$ cat config.mk
export PLATFORM = sky130hd
export DESIGN_NAME = pifo_reg_ctrl
export DESIGN_NICKNAME = d
export VERILOG_FILES = /design/src/rtl/pifo_reg_ctrl_pkg.sv /design/src/rtl/pifo_reg_ctrl_out_buf.sv /design/src/rtl/pifo_reg_ctrl.sv
export SDC_FILE = /design/constraint.sdc
export NUM_CORES = 1
export LEC_CHECK = 0
export BUFFER_PORTS_ARGS = -buffer_cell sky130_fd_sc_hd__buf_2
export CAP_MARGIN = 20
export CORE_ASPECT_RATIO = 1.75
export CORE_MARGIN = 2
export CORE_UTILIZATION = 53
export CTS_BUF_LIST = sky130_fd_sc_hd__clkbuf_16
export DETAILED_ROUTE_END_ITERATION = 8
export PLACE_DENSITY = 0.93
export SETUP_SLACK_MARGIN = 0.3
export SLEW_MARGIN = 25
export SYNTH_ARGS = -nofsm -noshare
export SYNTH_HDL_FRONTEND = slang
export SYNTH_SLANG_ARGS = --single-unit
$ cat constraint.sdc
create_clock -name clk -period 4.8 [get_ports clk]
set_clock_uncertainty 0.15 [all_clocks]
set_input_delay 0.48 -clock clk [delete_from_list [all_inputs] [get_ports clk]]
set_output_delay 0.48 -clock clk [all_outputs]
set_load 0.01 [all_outputs]
$ cat src/rtl/pifo_reg_ctrl_pkg.sv
// Shared definitions for the pifo_reg controller: FSM state encoding and counter width default.
package pifo_reg_ctrl_pkg;

  typedef enum logic [1:0] {
    ST_RUN   = 2'd0,
    ST_FLUSH = 2'd1,
    ST_DONE  = 2'd2
  } ctrl_state_t;

  localparam int CNT_WIDTH_DEF = 32;

endpackage

$ cat src/rtl/pifo_reg_ctrl_out_buf.sv
// Two-entry valid/ready FIFO holding {rank,meta} entries popped from the PIFO.
module pifo_reg_ctrl_out_buf #(
  parameter int ENTRY_W = 16
) (
  input  logic               clk,
  input  logic               rst,
  input  logic               wr_en,
  input  logic [ENTRY_W-1:0] wr_data,
  output logic               rd_valid,
  input  logic               rd_ready,
  output logic [ENTRY_W-1:0] rd_data,
  output logic [1:0]         cnt
);

  logic [ENTRY_W-1:0] mem [2];
  logic               rd_ptr;
  logic               wr_ptr;
  logic [1:0]         cnt_q;
  logic               pop;
  logic               push;

  assign rd_valid = (cnt_q != 2'd0);
  assign rd_data  = mem[rd_ptr];
  assign cnt      = cnt_q;
  assign pop      = rd_valid && rd_ready;
  // A write into a full buffer is only taken when the head leaves in the same cycle.
  assign push     = wr_en && ((cnt_q != 2'd2) || pop);

  always_ff @(posedge clk) begin
    if (rst) begin
      rd_ptr <= 1'b0;
      wr_ptr <= 1'b0;
      cnt_q  <= 2'd0;
    end else begin
      if (push) wr_ptr <= ~wr_ptr;
      if (pop)  rd_ptr <= ~rd_ptr;
      cnt_q <= cnt_q + 2'(push) - 2'(pop);
    end
  end

  always_ff @(posedge clk) begin
    if (push) mem[wr_ptr] <= wr_data;
  end

endmodule

$ cat src/rtl/pifo_reg_ctrl.sv
// Controller for one pifo_reg: enqueue/dequeue strobes, starvation guard, overflow counters
// and flush sequencing, with a 2-deep output buffer toward egress.
module pifo_reg_ctrl
  import pifo_reg_ctrl_pkg::*;
#(
  parameter int L2_REG_WIDTH = 2,
  parameter int RANK_WIDTH   = 8,
  parameter int META_WIDTH   = 8,
  parameter int CNT_WIDTH    = CNT_WIDTH_DEF
) (
  input  logic                  clk,
  input  logic                  rst,
  input  logic                  enq_valid,
  output logic                  enq_ready,
  input  logic [RANK_WIDTH-1:0] enq_rank,
  input  logic [META_WIDTH-1:0] enq_meta,
  output logic                  deq_valid,
  input  logic                  deq_ready,
  output logic [RANK_WIDTH-1:0] deq_rank,
  output logic [META_WIDTH-1:0] deq_meta,
  input  logic                  flush,
  output logic                  flush_done,
  output logic                  pifo_insert,
  output logic [RANK_WIDTH-1:0] pifo_rank_in,
  output logic [META_WIDTH-1:0] pifo_meta_in,
  output logic                  pifo_remove,
  input  logic [RANK_WIDTH-1:0] pifo_rank_out,
  input  logic [META_WIDTH-1:0] pifo_meta_out,
  input  logic                  pifo_valid_out,
  input  logic [RANK_WIDTH-1:0] pifo_max_rank,
  input  logic [L2_REG_WIDTH:0] pifo_num_entries,
  output logic [CNT_WIDTH-1:0]  drop_cnt,
  output logic [CNT_WIDTH-1:0]  evict_cnt
);

  localparam int ENTRY_W = RANK_WIDTH + META_WIDTH;
  localparam logic [L2_REG_WIDTH:0] FULL_ENTRIES = {1'b1, {L2_REG_WIDTH{1'b0}}};

  ctrl_state_t        state;
  logic               last_ins;
  logic [1:0]         buf_cnt;
  logic               buf_wr;
  logic               guard_block;
  logic               pifo_full;
  logic               overflow;
  logic [ENTRY_W-1:0] buf_rd_data;

  assign pifo_rank_in = enq_rank;
  assign pifo_meta_in = enq_meta;

  // After an insert-only cycle the PIFO min output is briefly invalid; holding off one
  // cycle lets it recover so pending demand is not starved by a stream of inserts.
  assign guard_block = last_ins && (buf_cnt < 2'd2) && (pifo_num_entries != '0);

  always_comb begin
    enq_ready   = 1'b0;
    pifo_remove = 1'b0;
    if (!rst) begin
      case (state)
        ST_RUN: begin
          enq_ready   = !guard_block;
          pifo_remove = pifo_valid_out && (buf_cnt < 2'd2);
        end
        ST_FLUSH: pifo_remove = pifo_valid_out;
        default: ;
      endcase
    end
  end

  assign pifo_insert = enq_valid && enq_ready;
  assign buf_wr      = pifo_remove && (state == ST_RUN);
  assign pifo_full   = (pifo_num_entries == FULL_ENTRIES);
  assign overflow    = pifo_insert && !pifo_remove && pifo_full;

  always_ff @(posedge clk) begin
    if (rst) begin
      state      <= ST_RUN;
      last_ins   <= 1'b0;
      flush_done <= 1'b0;
      drop_cnt   <= '0;
      evict_cnt  <= '0;
    end else begin
      last_ins   <= pifo_insert;
      flush_done <= 1'b0;
      case (state)
        ST_RUN: if (flush) state <= ST_FLUSH;
        ST_FLUSH: begin
          if ((pifo_num_entries == '0) && !pifo_remove) begin
            state      <= ST_DONE;
            flush_done <= 1'b1;
          end
        end
        ST_DONE: state <= ST_RUN;
        default: state <= ST_RUN;
      endcase
      if (overflow) begin
        if (enq_rank < pifo_max_rank) evict_cnt <= evict_cnt + CNT_WIDTH'(1);
        else                          drop_cnt  <= drop_cnt + CNT_WIDTH'(1);
      end
    end
  end

  pifo_reg_ctrl_out_buf #(
    .ENTRY_W(ENTRY_W)
  ) u_out_buf (
    .clk     (clk),
    .rst     (rst),
    .wr_en   (buf_wr),
    .wr_data ({pifo_rank_out, pifo_meta_out}),
    .rd_valid(deq_valid),
    .rd_ready(deq_ready),
    .rd_data (buf_rd_data),
    .cnt     (buf_cnt)
  );

  assign {deq_rank, deq_meta} = buf_rd_data;

endmodule

==> impl_metrics.py, run 1 <==
metrics = {
    "outcome": {
        "outcome": "finished clean",
    },
    "grt": {
        "grt_max_degree": 79,
        "grt_overflow": 0,
        "grt_pass1_wl_um": 20800,
        "grt_pass1_vias": 4549,
        "grt_usage_pct": 24.0,
        "antenna_found_initial": 0,
    },
    "floorplan": {
        "rows": 48,
        "die_area_um2": 10800,
        "core_area_um2": 9790,
        "die_x_um": 79.5,
        "io_pins": 150,
        "die_h_um": 136,
        "initial_core_util_pct": 54.0,
    },
    "synthesis": {
        "synthFlopType": "dfxtp_1",
        "synth-seq-cells": 105,
        "yosysSeqAreaShare_pct": 45.8,
        "syn_nets": 592,
        "synth-edff-count": 32,
        "synthCells": 533,
        "synth.distinct_cells": 51,
        "avgSynthCellArea_um2": 9.92,
        "ys_warn_count": 0,
        "async_flop_share_pct": 0,
        "synth_area_um2": 5290,
    },
    "drt": {
        "drt_iter0_drc": 252,
        "post-route-drc-count": 0,
        "drt-pass1-iter-count": 5,
        "dr_wl_met2_um": 7060,
        "maxUsedRoutingLayer": "met4",
        "met3WireLength_um": 624,
        "drt-met1-wl_um": 4720,
        "ant_nets": 0,
        "wire_per_inst_um": 17.2,
        "drt_wl_total_um": 13000,
        "vias": 4737,
        "viasPerCell": 6.26,
    },
    "layout": {
        "design_area_um2": 6140,
        "area_growth_pct": 16.2,
        "fill_cells": 770,
        "utilization_pct": 62.8,
        "regArea_um2": 2420,
        "multi_input_area_um2": 2500,
        "drive_gt1_share_pct": 30.5,
        "diodes": 0,
        "fin_nets": 686,
    },
    "clock_network": {
        "post_cts_buffers": 0,
        "cts_hold_buf": 0,
        "cts.sink_count": 105,
        "clkTransAtPathRegs_ns": 0.07,
        "cts_root_buf": "clkbuf_16",
        "cts_buffers": 9,
        "cts_tree": "built",
        "htree_levels": 3,
        "cts.path.max_buffers": 2,
        "clock_latency_ns": 0.34,
        "cts_resized": 0,
    },
    "setup_path": {
        "crit_required_ns": 4.91,
        "critPathKind": "in -> reg",
        "crit_path_max_fanout": 78,
        "cp-end-kind": "flip-flop",
        "critPathLaunchType": "input port",
        "critical_path_arrival_ns": 3.04,
    },
    "timing": {
        "holdWs_ns": 0.173,
        "period_share_pct": 61.0,
        "rsz0062_at_grt": "false",
        "worstMarginPinSlew_ns": 0.980,
        "finalHoldViolCount": 0,
        "maxSlewHeadroom_pct": 34.7,
        "fmax_mhz": 342,
        "setup_viol": 0,
        "period_needed_ns": 2.93,
        "final_max_slew_viol_count": 0,
        "fin_setup_tns_ns": 0,
    },
    "power_and_ir_drop": {
        "peakVddDrop_v": 0.000227,
        "p_int_uw": 1520,
        "power_density_nw_per_um2": 332,
        "switching_share_pct": 25.3,
        "p_leak_uw": 0.00237,
        "power_frac_seq_pct": 47.9,
        "pwr-share-clk_pct": 38.7,
        "p_switching_uw": 516,
        "power_uw": 2040,
        "comb_power_share_pct": 13.4,
    },
    "placed_design": {
        "io_buffers": 133,
        "gp_congestion": 0.822,
        "dp_hpwl_um": 9350,
        "dpl-instance-area_um2": 5820,
    },
    "worst_hold_path": {
        "hold_class": "in -> reg",
    },
    "run": {
        "max_cap_violations": 0,
    },
}
[worst max-delay path: stages]
cell and delay, ns:
buf_2 0.09, buf_4 0.63, nor2_1 0.23, a31oi_4 0.38, nand2_4 0.37, or4_1 0.62
a21oi_1 0.17
[routing by layer]
| metal | track usage (%) | vias up |
|---|---|---|
| li1 | - | 2240 |
| met1 | 24.9 | 2267 |
| met2 | 44.0 | 189 |
| met3 | 3.39 | 41 |
| met4 | 15.3 | 0 |
| met5 | 0 | - |
[area by class of cell]
cell class / instances / share of cell area, %
Tap cell: 125 / 2.55
Timing Repair Buffer: 136 / 11.2
Inverter: 16 / 0.977
Sequential cell: 105 / 39.4
Clock inverter: 7 / 1.55
Multi-Input combinational cell: 359 / 40.6
Clock buffer: 9 / 3.67
[cell usage in the layout, fill, tap and decap left out, drive strengths merged, types with 4 or more instances in the layout]
| cell | Yosys | final |
|---|---|---|
| buf | 37 | 136 |
| dfxtp | 73 | 73 |
| a21oi | 58 | 58 |
| o31ai | 49 | 49 |
| or4 | 49 | 49 |
| edfxtp | 32 | 32 |
| nand3 | 26 | 26 |
| nor2 | 24 | 24 |
| nand2 | 24 | 24 |
| mux2 | 23 | 23 |
| nand4 | 23 | 23 |
| inv | 16 | 19 |
| ha | 10 | 10 |
| clkbuf | 15 | 9 |
| and3 | 8 | 8 |
| o21ai | 8 | 8 |
| nor4 | 7 | 7 |
| nor2b | 6 | 6 |
| nand2b | 5 | 5 |
| or3 | 5 | 5 |
| or2 | 4 | 4 |
| and4 | 4 | 4 |
| and2 | 4 | 4 |
| nor3 | 4 | 4 |
[logic make-up after synthesis]
kind of cell / count (synthesis) / share of synthesized area, %
multiplexers: 24 / 5.09
AND/OR/NAND/NOR: 197 / 23.7
AO/OA/AOI/OAI: 124 / 15.1
XOR/XNOR: 4 / 0.663
buffers and inverters: 69 / 7.24
flip-flops: 105 / 45.8
adder cells (fa/ha/maj): 10 / 2.37
[stage by stage]
stage | worst slack (ns) | std cells
after floorplan | 2.32 | 533
after global placement | 1.68 | 741
after detailed placement | 1.55 | 741
after CTS | 1.91 | 757
after global routing | 1.71 | 757
final | 1.87 | 757
[flip-flops by register name (all words and copies together) (netlist names), named ones only]
name	cells
u_out_buf.cnt	2
last_ins	1
u_out_buf.mem	32
state	2
flush_done	1
u_out_buf.wr_ptr	1
drop_cnt	32
u_out_buf.rd_ptr	1
evict_cnt	32
[Yosys cell counts (all sizes together) (2+ instances only)]
master	number	share of area, %
nand2	24	1.8
or4	49	7.0
a31oi	2	0.52
dfxtp	73	28
and2	4	0.50
nand2b	5	0.59
or2	4	0.47
o21ai	8	0.76
nor3b	2	0.28
and4	4	0.66
nand3	26	2.5
mux2	23	4.9
nor3	4	0.47
clkbuf	15	1.1
nor2	24	1.7
o31ai	49	7.0
xnor2	3	0.50
inv	16	1.1
o311a	2	0.38
nor4	7	1.5
buf	37	4.9
or3	5	0.59
and3	8	0.95
a21oi	58	5.5
nand4	23	3.5
ha	10	2.4
edfxtp	32	18
nor2b	6	0.71
a31o	2	0.50
[final timing paths]
| path | startpoint | to | slack (ns) | cells past startpoint |
|---|---|---|---|---|
| setup / recovery | rst | evict_cnt[7] | 1.87 | 7 |
| hold / removal | pifo_meta_out[1] | u_out_buf.mem[0][1] | 0.17 | 1 |
| setup reg to reg | state[0] | evict_cnt[7] | 1.99 | 5 |
| hold reg to reg | drop_cnt[29] | drop_cnt[29] | 0.34 | 2 |
[power by group through the flow]
stage | Combinational, uW | Clock [uW] | Sequential, uW
detailed placement | 274 | 0 | 996
finish | 273 | 789 | 976
CTS | 275 | 795 | 976
floorplan | 213 | 0 | 973
global placement | 259 | 0 | 991
global route | 299 | 828 | 979
Note: power is estimated with default switching activity, not from simulation.
==> run 2, diff against run 1 <==
- CORE_UTILIZATION: 53 -> 47
- PLACE_DENSITY: 0.93 -> 0.88
- clock period: 4.8 -> 2.4 ns (I/O delays scaled with it)
==> impl_metrics.py, run 2 (synthesis results as in run 1) <==
metrics = {
    "layout": {
        "diodes": 0,
        "mostFrequentLayoutCells": "buf_2 (133), a21oi_1 (56), o31ai_1 (47), dfxtp_1 (47), or4_1 (46)",
        "area_growth_pct": 31.5,
        "final_common_cell": "buf_2",
        "utilization_pct": 63.0,
        "fill_cells": 859,
        "fin_nets": 751,
        "largestRegisters": "drop_cnt: 32 flops, evict_cnt: 32 flops, u_out_buf.mem: 32 flops",
        "drive_gt1_share_pct": 41.0,
    },
    "setup_path": {
        "path_cells": "nand2b_4 -> a31oi_4 -> buf_12 -> nand4_1 -> buf_4 -> buf_4 -> or4_1 -> a21oi_2",
        "crit_path_max_fanout": 9,
        "slowest_stage": "or4_1",
        "critical_path_arrival_ns": 2.25,
        "crit_required_ns": 2.53,
        "critPathKind": "reg -> reg",
        "critPathMaxStageDelay_ns": 0.42,
        "cp_common_cell": "buf_4",
        "critPathLaunchType": "flip-flop",
        "cp-end-kind": "flip-flop",
    },
    "drt": {
        "drt_iter0_drc": 371,
        "viasPerCell": 6.16,
        "ant_nets": 0,
        "vias": 5105,
        "wire_per_inst_um": 18.2,
        "drt-pass1-iter-count": 5,
        "drt_wl_total_um": 15100,
        "post-route-drc-count": 0,
    },
    "grt": {
        "grt_max_degree": 77,
        "met3_usage_pct": 5.82,
        "grt_pass1_wl_um": 23200,
        "groute.layer.met1.usage_pct": 23.9,
        "grt_overflow": 0,
        "grt.met2_usage_pct": 45.1,
        "grt_most_used_layer": "met2",
        "grt_usage_pct": 23.6,
        "antenna_found_initial": 0,
        "grt_pass1_vias": 4878,
    },
    "timing": {
        "period_needed_ns": 2.11,
        "worstMarginPinSlew_ns": 0.812,
        "period_share_pct": 88.0,
        "fmax_mhz": 473,
        "setup_viol": 0,
        "rsz0062_at_grt": "true",
        "maxSlewHeadroom_pct": 45.9,
        "final_max_slew_viol_count": 0,
        "finalHoldViolCount": 0,
    },
    "floorplan": {
        "rows": 51,
        "initial_core_util_pct": 47.9,
        "die_h_um": 144,
        "core_area_um2": 11000,
        "io_pins": 150,
        "die_x_um": 84.2,
        "die_area_um2": 12100,
    },
    "power_and_ir_drop": {
        "pwr-share-clk_pct": 36.8,
        "p_leak_uw": 0.00278,
        "peakVddDrop_v": 0.000563,
        "power_frac_seq_pct": 46.9,
        "switching_share_pct": 27.1,
        "power_density_nw_per_um2": 593,
        "p_int_uw": 3010,
        "p_switching_uw": 1120,
        "comb_power_share_pct": 16.3,
        "power_uw": 4120,
    },
    "clock_network": {
        "cts.path.max_buffers": 2,
        "cts.sink_count": 105,
        "cts_tree": "built",
        "cts_root_buf": "clkbuf_16",
        "clock_latency_ns": 0.35,
        "htree_levels": 3,
        "cts_buffers": 9,
        "clkTransAtPathRegs_ns": 0.07,
    },
    "outcome": {
        "outcome": "finished clean",
    },
    "placed_design": {
        "gp_congestion": 0.840,
        "dp_hpwl_um": 9920,
        "io_buffers": 133,
    },
    "run": {
        "max_cap_violations": 0,
    },
    "worst_hold_path": {
        "hold_class": "in -> reg",
    },
}
[run 2: through the flow]
step | cell area [um2] | setup WS (ns) | hold WS [ns] | std cells | setup TNS [ns]
after CTS | 6760 | 0.276 | 0.00126 | 819 | 0
final | 6950 | 0.287 | 0.0304 | 829 | 0
after floorplan | 5330 | 0.218 | 0.189 | 533 | 0
after global placement | 6050 | 0.00346 | 0.281 | 771 | 0
after detailed placement | 6050 | -0.0510 | 0.282 | 771 | -0.486
after global routing | 6950 | 0.191 | 0.0362 | 829 | 0
[run 2: metal layers]
metal	vias to the layer above	wire length [um]
met5	-	0
met4	0	521
met3	43	1010
met2	245	8270
met1	2446	5310
li1	2371	-
[run 2: final cells by class]
cell class | instances | area [um2] | area share, %
Clock buffer | 9 | 225 | 3.24
Sequential cell | 105 | 2480 | 35.7
Tap cell | 132 | 165 | 2.37
Timing Repair Buffer | 198 | 1250 | 18.0
Clock inverter | 7 | 77.6 | 1.12
Multi-Input combinational cell | 362 | 2690 | 38.7
Inverter | 16 | 60.1 | 0.864
[run 2: what timing repair did]
| action | CTS | global route |
|---|---|---|
| pin swaps | 15 | 13 |
| setup buffers | 13 | 9 |
| hold endpoints to repair | 33 | 0 |
| gates cloned | 2 | 1 |
| hold buffers | 17 | 0 |
| resized for setup | 31 | 33 |
| setup endpoints to repair | 56 | 71 |
[run 2: worst paths after layout]
check	start	slack (ns)	cells after the start	endpoint
max	state[0]	0.29	8	drop_cnt[22]
min	rst	0.03	2	state[0]
max reg2reg	state[0]	0.29	8	drop_cnt[22]
min reg2reg	drop_cnt[31]	0.34	2	drop_cnt[31]
[run 2: worst max-delay path, delay by kind of cell, from the launching register on]
kind,cells,cell delay [ns]
AOI/OAI and AO/OA,2,0.30
buffers and inverters,3,0.50
DFF,1,0.38
and+or+nand+nor,3,0.70
[run 2: power groups by stage]
stage | clock network, uW | logic (uW) | registers, uW
4_1_cts | 1530 | 645 | 1930
2_1_floorplan | 0 | 430 | 1940
6_report | 1520 | 670 | 1940
3_5_place_dp | 0 | 596 | 1980
5_1_grt | 1600 | 718 | 1940
3_3_place_gp | 0 | 566 | 1970
==> run 3, diff against run 2 <==
- PLACE_DENSITY: 0.88 -> 0.76
- REMOVE_ABC_BUFFERS: unset -> 1
==> impl_metrics.py, run 3 (synthesis results as in run 1) <==
metrics = {
    "floorplan": {
        "initial_core_util_pct": 47.9,
        "core_area_um2": 11000,
        "die_area_um2": 12100,
        "die_h_um": 144,
        "die_x_um": 84.2,
        "rows": 51,
        "io_pins": 150,
    },
    "run": {
        "max_cap_violations": 0,
    },
    "timing": {
        "setup_viol": 0,
        "period_share_pct": 87.8,
        "fin_setup_tns_ns": 0,
        "rsz0062_at_grt": "true",
        "maxSlewHeadroom_pct": 50.2,
        "final_max_slew_viol_count": 0,
        "period_needed_ns": 2.11,
        "finalHoldViolCount": 0,
        "fmax_mhz": 474,
        "worstMarginPinSlew_ns": 0.747,
    },
    "layout": {
        "fin_nets": 757,
        "area_growth_pct": 32.2,
        "mostFrequentLayoutCells": "buf_2 (134), a21oi_1 (58), buf_4 (48)",
        "drive_gt1_share_pct": 41.8,
        "largestRegisters": "drop_cnt: 32 flops, evict_cnt: 32 flops, u_out_buf.mem: 32 flops",
        "diodes": 0,
        "utilization_pct": 63.3,
        "final_common_cell": "buf_2",
    },
    "drt": {
        "drt_wl_total_um": 14500,
        "wire_per_inst_um": 17.4,
        "drt-pass1-iter-count": 4,
        "vias": 4982,
        "ant_nets": 0,
        "viasPerCell": 5.97,
        "drt_iter0_drc": 207,
        "post-route-drc-count": 0,
    },
    "setup_path": {
        "crit_required_ns": 2.53,
        "r2r_start": "evict_cnt[8]",
        "rr_endpoint": "evict_cnt[31]",
        "cp-endpoint": "evict_cnt[31]",
        "critical_path_arrival_ns": 2.24,
        "critPathKind": "reg -> reg",
        "crit_path_max_fanout": 12,
        "r2r_slack_ns": 0.29,
        "r2r_cells": 6,
        "crit_start": "evict_cnt[8]",
        "cp-end-kind": "flip-flop",
        "critPathLaunchType": "flip-flop",
    },
    "clock_network": {
        "htree_levels": 3,
        "cts_buffers": 9,
        "clock_latency_ns": 0.35,
        "clkTransAtPathRegs_ns": 0.08,
        "cts.path.max_buffers": 2,
        "cts.sink_count": 105,
        "cts_root_buf": "clkbuf_16",
        "cts_tree": "built",
    },
    "placed_design": {
        "io_buffers": 133,
        "dp_hpwl_um": 9770,
        "gp_congestion": 0.796,
    },
    "power_and_ir_drop": {
        "p_leak_uw": 0.00278,
        "power_density_nw_per_um2": 584,
        "peakVddDrop_v": 0.000450,
    },
    "grt": {
        "grt_pass1_wl_um": 21900,
        "grt_max_degree": 72,
        "grt_overflow": 0,
        "grt_usage_pct": 22.0,
        "grt_pass1_vias": 4752,
        "antenna_found_initial": 0,
    },
    "outcome": {
        "outcome": "finished clean",
    },
    "worst_hold_path": {
        "hold_class": "in -> reg",
    },
}
==> run 3: stage by stage <==
stage / instance area, um2 / instances / total power, uW / hold WS, ns / worst slack [ns]
2_1_floorplan: 4960 / 480 / 2300 / 0.159 / -1.29
3_3_place_gp: 6110 / 778 / 2570 / 0.278 / -0.0496
3_5_place_dp: 6110 / 778 / 2600 / 0.283 / -0.143
4_1_cts: 6690 / 818 / 4070 / 0.0912 / 0.273
5_1_grt: 6990 / 835 / 4230 / 0.0885 / 0.183
6_report: 6990 / 835 / 4080 / 0.0934 / 0.292
==> run 3: metal layers <==
| layer | global-route usage (%) | wire [um] | part of all wire (%) | vias to the layer above |
|---|---|---|---|---|
| li1 | - | - | - | 2372 |
| met1 | 23.4 | 5550 | 38 | 2392 |
| met2 | 41.6 | 7830 | 54 | 194 |
| met3 | 3.94 | 725 | 5.0 | 24 |
| met4 | 10.1 | 403 | 2.8 | 0 |
| met5 | 0 | 0 | 0 | - |
==> run 3: power breakdown <==
part	total, uW	switching, uW	internal (uW)
clock	1460	726	736
sequential	1940	59.4	1880
combinational	681	350	331
==> run 3: final cells by class <==
| class | count | area, um2 |
|---|---|---|
| clock buffer | 9 | 225 |
| inverter | 16 | 60.1 |
| multi-input combinational | 361 | 2700 |
| tap | 132 | 165 |
| fill | 930 | 4050 |
| sequential | 105 | 2470 |
| clock inverter | 7 | 66.3 |
| timing repair buffer | 205 | 1300 |
==> run 3: worst min-delay path by stage <==
stage | start | endpoint | cells after the start
2_1_floorplan | rst | drop_cnt[0] | 1
3_3_place_gp | pifo_meta_out[1] | u_out_buf.mem[1][1] | 1
3_5_place_dp | pifo_meta_out[1] | u_out_buf.mem[1][1] | 1
4_1_cts | flush | state[0] | 3
5_1_grt | flush | state[0] | 3
6_report | flush | state[0] | 3
==> run 3: worst max-delay path, stage by stage, from the launching register on <==
cell and delay, ns:
dfxtp_1 0.41, nand4_2 0.17, nor4_4 0.30, buf_4 0.18
nand4_4 0.16, or4_1 0.51, a21oi_1 0.15
==> run 3: what timing repair did <==
action / 4_1_cts / 5_1_grt
hold buffers: 17 / 0
cloned: 0 / 3
setup endpoints to repair: 55 / 73
gates resized for setup: 18 / 52
hold endpoints to repair: 33 / 0
pin swaps: 11 / 14
setup buffers: 7 / 14
